[src/rtl/lsu_pkg.sv]
// Shared types for the load/store unit: access-size codes, FSM states and
// the alignment rule used when deciding whether a request may touch memory.
package lsu_pkg;

  typedef enum logic [1:0] {
    SZ_BYTE = 2'b00,
    SZ_HALF = 2'b01,
    SZ_WORD = 2'b10,
    SZ_RSVD = 2'b11
  } size_e;

  typedef enum logic [1:0] {
    IDLE   = 2'b00,
    ACCESS = 2'b01,
    RESP   = 2'b10
  } state_e;

  // A request errors if its size is reserved or its offset is not a multiple of the size.
  function automatic logic access_err(input size_e size, input logic [1:0] off);
    case (size)
      SZ_BYTE: access_err = 1'b0;
      SZ_HALF: access_err = off[0];
      SZ_WORD: access_err = |off;
      default: access_err = 1'b1;
    endcase
  endfunction

endpackage

[src/rtl/lsu_lane_align.sv]
// Big-endian byte-lane steering: builds BE/WD for stores and extracts and
// extends load data from the memory read word. Purely combinational.
module lsu_lane_align
  import lsu_pkg::*;
(
  input  size_e       size,
  input  logic [1:0]  off,
  input  logic        is_unsigned,
  input  logic [31:0] wdata,
  input  logic [31:0] rd,
  output logic [3:0]  be,
  output logic [31:0] wd,
  output logic [31:0] rdata,
  output logic        err
);

  logic [7:0]  byte_lane;
  logic [15:0] half_lane;

  // Offset 0 is the most significant byte, so lane k sits at bit 8*(3-k).
  assign byte_lane = rd[{~off, 3'b000} +: 8];
  assign half_lane = off[1] ? rd[15:0] : rd[31:16];
  assign err       = access_err(size, off);

  always_comb begin
    // NOTE: every output gets a default before the case so no path leaves one unassigned, which would infer a latch.
    be    = 4'b0000;
    wd    = '0;
    rdata = '0;
    case (size)
      SZ_BYTE: begin
        be    = 4'b1000 >> off;
        wd    = {4{wdata[7:0]}};
        rdata = is_unsigned ? {24'b0, byte_lane} : {{24{byte_lane[7]}}, byte_lane};
      end
      SZ_HALF: begin
        be    = off[1] ? 4'b0011 : 4'b1100;
        wd    = {2{wdata[15:0]}};
        rdata = is_unsigned ? {16'b0, half_lane} : {{16{half_lane[15]}}, half_lane};
      end
      SZ_WORD: begin
        be    = 4'b1111;
        wd    = wdata;
        rdata = rd;
      end
      default: ;
    endcase
  end

endmodule

[src/rtl/load_store_unit.sv]
// Load/store unit driving a byte-enabled data memory: one request at a time,
// IDLE -> ACCESS -> RESP, with misaligned/reserved requests answered directly.
module load_store_unit
  import lsu_pkg::*;
#(
  parameter int AW = 32,
  parameter int DW = 32
) (
  input  logic          clk,
  input  logic          rst,
  input  logic          req_valid,
  output logic          req_ready,
  input  logic          req_we,
  input  logic [1:0]    req_size,
  input  logic          req_unsigned,
  input  logic [AW-1:0] req_addr,
  input  logic [DW-1:0] req_wdata,
  output logic          resp_valid,
  input  logic          resp_ready,
  output logic [DW-1:0] resp_rdata,
  output logic          resp_err,
  output logic          mem_WE,
  output logic [3:0]    mem_BE,
  output logic [AW-1:0] mem_A,
  output logic [DW-1:0] mem_WD,
  input  logic [DW-1:0] mem_RD
);

  state_e        state_q, state_d;
  logic          we_q, we_d;
  size_e         size_q, size_d;
  logic          uns_q, uns_d;
  logic [AW-1:0] addr_q, addr_d;
  logic [DW-1:0] wdata_q, wdata_d;
  logic          resp_valid_q, resp_valid_d;
  logic          resp_err_q, resp_err_d;
  logic [DW-1:0] resp_rdata_q, resp_rdata_d;

  logic          in_idle, in_access;
  size_e         al_size;
  logic [1:0]    al_off;
  logic [3:0]    al_be;
  logic [DW-1:0] al_wd, al_rdata;
  logic          al_err;

  assign in_idle   = (state_q == IDLE);
  assign in_access = (state_q == ACCESS);

  // While idle the aligner judges the incoming request; afterwards it decodes the registered one.
  assign al_size = in_idle ? size_e'(req_size) : size_q;
  assign al_off  = in_idle ? req_addr[1:0] : addr_q[1:0];

  lsu_lane_align u_align (
    .size        (al_size),
    .off         (al_off),
    .is_unsigned (uns_q),
    .wdata       (wdata_q),
    .rd          (mem_RD),
    .be          (al_be),
    .wd          (al_wd),
    .rdata       (al_rdata),
    .err         (al_err)
  );

  always_comb begin
    state_d      = state_q;
    we_d         = we_q;
    size_d       = size_q;
    uns_d        = uns_q;
    addr_d       = addr_q;
    wdata_d      = wdata_q;
    resp_valid_d = resp_valid_q;
    resp_err_d   = resp_err_q;
    resp_rdata_d = resp_rdata_q;
    case (state_q)
      IDLE: begin
        if (req_valid) begin
          we_d    = req_we;
          size_d  = size_e'(req_size);
          uns_d   = req_unsigned;
          addr_d  = req_addr;
          wdata_d = req_wdata;
          if (al_err) begin
            resp_valid_d = 1'b1;
            resp_err_d   = 1'b1;
            resp_rdata_d = '0;
            state_d      = RESP;
          end else begin
            state_d = ACCESS;
          end
        end
      end
      ACCESS: begin
        resp_valid_d = 1'b1;
        resp_err_d   = 1'b0;
        resp_rdata_d = we_q ? '0 : al_rdata;
        state_d      = RESP;
      end
      RESP: begin
        if (resp_ready) begin
          resp_valid_d = 1'b0;
          resp_err_d   = 1'b0;
          resp_rdata_d = '0;
          state_d      = IDLE;
        end
      end
      default: state_d = IDLE;
    endcase
  end

  // NOTE: sequential state uses non-blocking assignments so every flop samples pre-edge values.
  always_ff @(posedge clk or posedge rst) begin
    if (rst) begin
      state_q      <= IDLE;
      we_q         <= 1'b0;
      size_q       <= SZ_BYTE;
      uns_q        <= 1'b0;
      addr_q       <= '0;
      wdata_q      <= '0;
      resp_valid_q <= 1'b0;
      resp_err_q   <= 1'b0;
      resp_rdata_q <= '0;
    end else begin
      state_q      <= state_d;
      we_q         <= we_d;
      size_q       <= size_d;
      uns_q        <= uns_d;
      addr_q       <= addr_d;
      wdata_q      <= wdata_d;
      resp_valid_q <= resp_valid_d;
      resp_err_q   <= resp_err_d;
      resp_rdata_q <= resp_rdata_d;
    end
  end

  assign req_ready  = in_idle;
  assign resp_valid = resp_valid_q;
  assign resp_err   = resp_err_q;
  assign resp_rdata = resp_rdata_q;

  // Reset forces IDLE asynchronously, so the write strobe drops without waiting for a clock.
  assign mem_A  = {addr_q[AW-1:2], 2'b00};
  assign mem_WE = in_access & we_q;
  assign mem_BE = in_access ? al_be : 4'b0000;
  assign mem_WD = in_access ? al_wd : '0;

endmodule
[config.mk]
export PLATFORM = sky130hd
export DESIGN_NAME = load_store_unit
export DESIGN_NICKNAME = d
export VERILOG_FILES = /design/src/rtl/lsu_pkg.sv /design/src/rtl/lsu_lane_align.sv /design/src/rtl/load_store_unit.sv
export SDC_FILE = /design/constraint.sdc
export NUM_CORES = 1
export LEC_CHECK = 0
export ABC_AREA = 1
export ABC_CLOCK_PERIOD_IN_PS = 6500
export CORE_ASPECT_RATIO = 0.7
export CORE_MARGIN = 2
export CORE_UTILIZATION = 45
export DETAILED_ROUTE_END_ITERATION = 7
export GPL_TIMING_DRIVEN = 0
export PLACE_DENSITY = 0.8
export SETUP_SLACK_MARGIN = 0.4
export SLEW_MARGIN = 40
export SYNTH_ARGS = -nofsm -noshare
export SYNTH_HDL_FRONTEND = slang
export SYNTH_SLANG_ARGS = --single-unit
[constraint.sdc]
create_clock -name clk -period 6.5 [get_ports clk]
set_input_delay 1.625 -clock clk [delete_from_list [all_inputs] [get_ports clk]]
set_output_delay 1.625 -clock clk [all_outputs]
set_load 0.02 [all_outputs]
# Yosys cells after proc, flatten, opt, wreduce, memory -nomap -nowiden
# Index checks and enable logic that the tools add are counted.
# classes
eq_ne	7
muxes	26
shift	2
n_bitwise	2
n_reduce_logical	7
# ops
cell	n
$pmux W32 S3	3
$mux W32	7
$shiftx A32 B6 Y8	1
$mux W16	1
$pmux W4 S3	1
$mux W2	5
$pmux W1 S3	3
$mux W4	2
$pmux W2 S3	1
$eq A2 B1 Y1 const B	2
$eq A2 B2 Y1 const B	2
$logic_not A2 Y1	2
$ne A2 B2 Y1 const B	2
$reduce_and A2 Y1	2
$reduce_and A4 Y1	1
$shr A4 B2 Y4 const A	1
$mux W1	3
$reduce_bool A3 Y1	1
$ne A2 B1 Y1 const B	1
$not A2 Y2	1
$reduce_or A2 Y1	1
$and A1 B1 Y1	1
# word_totals
word_cells	53
ff_bits	104
inputBits	104

# Depth between registers and ports, before layout
# logic_depth
ltp_word	8
depth_mapped	15
depth_no_buf	12

# Cells and area by module
# Synthesis repeated with hierarchy kept, for this count alone.
# unflattened
cells_unflattened	998
area_unflattened_um2	6621.4
# by_module_without_submodules
module	cells_each	area_each_um2	n_inst
load_store_unit	662	5156.2	1
lsu_lane_align	336	1465.2	1

# Worst setup path before layout
# No wires, ideal clock.
# synth_timing
path_kind	input -> output
from	in req_size[1]
to	out mem_BE[2]
t_required_ns	4.875
stages	9
slack_ns	2.125
arrival_time_ns	2.750
path_cell_list	inv_1 -> nand2_1 -> nand2_2 -> buf_6 -> nand2_4 -> buf_2 -> inv_1 -> nand2_1 -> a31oi_1
# synth_via
elab_chain_cells	4
word_cells_on_any_way	6
classes_between	eq/ne (2); mux (3); reduce/logical (1)
# synth_lines
item	line	rtl
from (decl)	load_store_unit.sv:14	input logic [1:0] req_size,
$mux W2 (*)	load_store_unit.sv:50	assign al_size = in_idle ? size_e'(req_size) : size_q;
$eq A2 B2 Y1, or another cell as far along	lsu_lane_align.sv:30	case (size)
$pmux W4 S3 (*)	lsu_lane_align.sv:30	
$mux W4 (*)	load_store_unit.sv:144	assign mem_BE = in_access ? al_be : 4'b0000;
to (decl)	load_store_unit.sv:23	output logic [3:0] mem_BE,
# Mark *: on every way between the ends. The rest lies on a longest branch, timed or not.

# Worst setup path in the final report
# layout_timing
from	in req_size[1]
to	out mem_WD[15]
# layout_via
elab_chain_cells	4
word_cells_on_any_way	6
classes_between	eq/ne (2); mux (3); reduce/logical (1)
# layout_lines
item	line	rtl
$mux W2 (*)	load_store_unit.sv:50	
$eq A2 B2 Y1, or another cell as far along	lsu_lane_align.sv:30	
$pmux W32 S3 (*)	lsu_lane_align.sv:30	
$mux W32 (*)	load_store_unit.sv:145	assign mem_WD = in_access ? al_wd : '0;
to (decl)	load_store_unit.sv:25	output logic [DW-1:0] mem_WD,
# Marks and branches as above.

==> summary.txt <==
Starting Density - 0.4577
CP Class - in -> out
DRT Pass-1 Iters - 5
Nets@finish - 1116
Yosys top cell by area - dfrtp_1
Final hold vios - 0
FP Rows - 35
Final-layout fill cell count - 1104
Tightest Pin Transition - 592.2 ps
Instance area at placement - 8292 um^2
Peak supply drop - 260.4 uV
Synth Register Bits - 104
Total gr overflow - 0
Clk_lat worst skew - 350 ps
Period utilization - 0.8436
Fin area - 8605 um^2
Tmin final - 5484 ps
Crit path launch type - input pin
Pleak - 4.356 nW
TNS Setup - 0 ps
Required @ worst endpoint - 4880 ps
Hold EP - resp_rdata[3]
Skew final - 12.50 ps
Htree depth - 3
Area Growth Syn to Fin - 43.57%
Antenna violations before repair - 0
Yosys top cell area share - 0.4342
F_max - 0.1824 GHz
Setup bufs post-CTS - 0
Drt initial violations - 476
IO Port Bufs - 205
MaxCap Viol Count - 0
Hold path cells - 2
CTS tree - built
Pins Over Slew Limit - 0
Total CTS buffers - 9
CTS Hold Buffers Added - 0
HP Start - resp_rdata[3]
Vias per cell - 4.905
Outcome - complete, no violations
Unrepaired setup endpoints after global routing - no
Synth Area per Inst - 7.586 um^2
Routed wire length - 17.97 mm
Num ports - 208
Hpwl dp - 13.97 mm
Die Y - 100.6 um
R2R setup slack - 4100 ps
Antenna diodes - 0
Worst Hold Class - reg -> reg
Die W - 141.9 um
CP endpoint kind - output port
Setup WS post-layout - 1016 ps
Seq/Total Area, Yosys - 0.4342
WP data arrival - 3860 ps
Reg clk slew, reported paths - 70 ps
Rel. slew slack - 0.6052
Number of cells on the worst reg-to-reg path - 7
Reg-to-Reg End - wdata_q[6]
# clock sinks - 104
Cell area after synthesis - 5993 um^2
Post-CTS Resized - 0
Maximum clock path buffer count - 2
Cell Pwr Density - 472.4 nW/um^2
Die area - 14270 um^2
DP Worst Slack - 1053 ps
DR WL/cell - 15.24 um
ANT nets after route - 0
Synth cell types - 30
Global-route wire length before repair - 29.29 mm
Layout cells sized above 1 - 0.1362
All-Layer GR Usage - 0.2615
CP Max Fanout - 10
Clock root buffer - clkbuf_16
Worst r2r src - state_q[0]
Number of global-route vias before repair - 5746
DR vias - 5783
Final setup viols - 0
Core area - 13090 um^2
Drt drc - 0
Cells after Synth - 790
Top cells by area, synth - dfrtp_1 (43%), nand2_1 (16%), mux2_2 (8.6%)
Ys Warns - 0
Hold WS - 481.3 ps
Largest net degree at the start of global routing - 59
Routability cong. - 0.9392
==> critical path, cell delays in order <==
cell and delay, ps:
clkdlybuf4s50_1 460, inv_1 50, nand2_1 70, nand2_2 80, buf_6 150, nor2_2 140
inv_2 70, nand2_1 70, inv_1 140, o21ai_0 280, nand2_1 80, inv_1 60
clkdlybuf4s50_1 590
==> area by class of cell <==
class	instances	area, um^2	area share
Buffer	71	476.7	0.05540
Clock buffer	10	229.0	0.02661
Clock inverter	6	83.83	0.009743
Inverter	88	340.3	0.03955
Multi-Input combinational cell	528	2585	0.3004
Sequential cell	104	2603	0.3025
Tap cell	166	207.7	0.02414
Timing Repair Buffer	206	2079	0.2417
==> per-stage QoR <==
step | utilization | total power, W | cells
floorplan | - | 0.002636 | 791
global placement | 0.6306 | 0.003419 | 1162
detailed placement | 0.6333 | 0.003474 | 1163
CTS | 0.6571 | 0.004064 | 1179
global route | 0.6571 | 0.004369 | 1179
finish | 0.6571 | 0.004065 | 1179
==> power by group <==
part | switching (W) | total, W | internal (W)
registers | 0.000140 | 0.00103 | 0.000892
logic | 0.00141 | 0.00246 | 0.00105
clock network | 0.000265 | 0.000575 | 0.000310
==> cells in the final DEF (no fill, tap or decap), types with 2 or more instances in the layout <==
master and instances:
a21oi_1 30, a31oi_1 4, buf_2 18, buf_4 36, buf_6 7, clkbuf_1 10
clkbuf_16 9, clkdlybuf4s50_1 205, conb_1 2, dfrtp_1 104, ha_1 4, inv_1 83
inv_2 2, inv_6 3, inv_8 2, mux2_2 46, nand2_1 253, nand2_2 3
nand3_1 13, nor2_1 116, nor2_4 2, o211ai_1 9, o21ai_0 37, o21ai_1 2
==> worst max path at each step <==
stage | endpoint | from | cells after the start | slack [ps]
finish | mem_WD[15] | req_size[1] | 13 | 1020
CTS | mem_BE[3] | req_size[0] | 11 | 1030
global placement | addr_q[29] | rst | 2 | 580
detailed placement | mem_BE[3] | req_size[0] | 11 | 1050
floorplan | mem_BE[2] | req_size[1] | 9 | 2120
global route | mem_WD[30] | req_size[1] | 13 | 860
==> flip-flops by register name, indices dropped and copies added (netlist names) <==
name        count
addr_q         32
resp_err        1
resp_rdata     32
resp_valid      1
size_q          2
state_q         2
uns_q           1
wdata_q        32
we_q            1
==> routing by layer <==
metal | vias up | share of wire | GRT usage | wire length [um]
li1 | 2833 | - | - | -
met1 | 2648 | 0.45 | 0.3639 | 8104
met2 | 283 | 0.43 | 0.3966 | 7733
met3 | 19 | 0.11 | 0.09074 | 1933
met4 | 0 | 0.011 | 0.05846 | 195
met5 | - | 0 | 0 | 0
==> Yosys cell counts <==
library cell / instances
o21ai_4: 1
nand3_4: 1
buf_4: 36
nor2_1: 116
nand3_2: 1
inv_4: 1
inv_2: 2
buf_6: 7
nand3_1: 13
mux2_2: 46
a21oi_1: 30
buf_1: 1
nand2_1: 253
clkbuf_1: 9
nand4_2: 1
conb_1: 1
o22ai_1: 1
o21ai_1: 2
o211ai_1: 9
buf_2: 18
o21ai_0: 37
ha_1: 4
nand2_4: 1
nor2_4: 2
nor2_2: 1
inv_1: 84
dfrtp_1: 104
nand2_2: 3
clkinv_1: 1
a31oi_1: 4
==> logic make-up after synthesis <==
logic type / after synthesis / share of synthesized area
AO/OA/AOI/OAI: 84 / 0.07683
multiplexers: 46 / 0.08643
buffers and inverters: 159 / 0.1351
AND/OR/NAND/NOR: 392 / 0.2585
flip-flops: 104 / 0.4342
adder cells (fa/ha/maj): 4 / 0.008351
other: 1 / 0.0006257
Power figures use the tool's default switching activity.
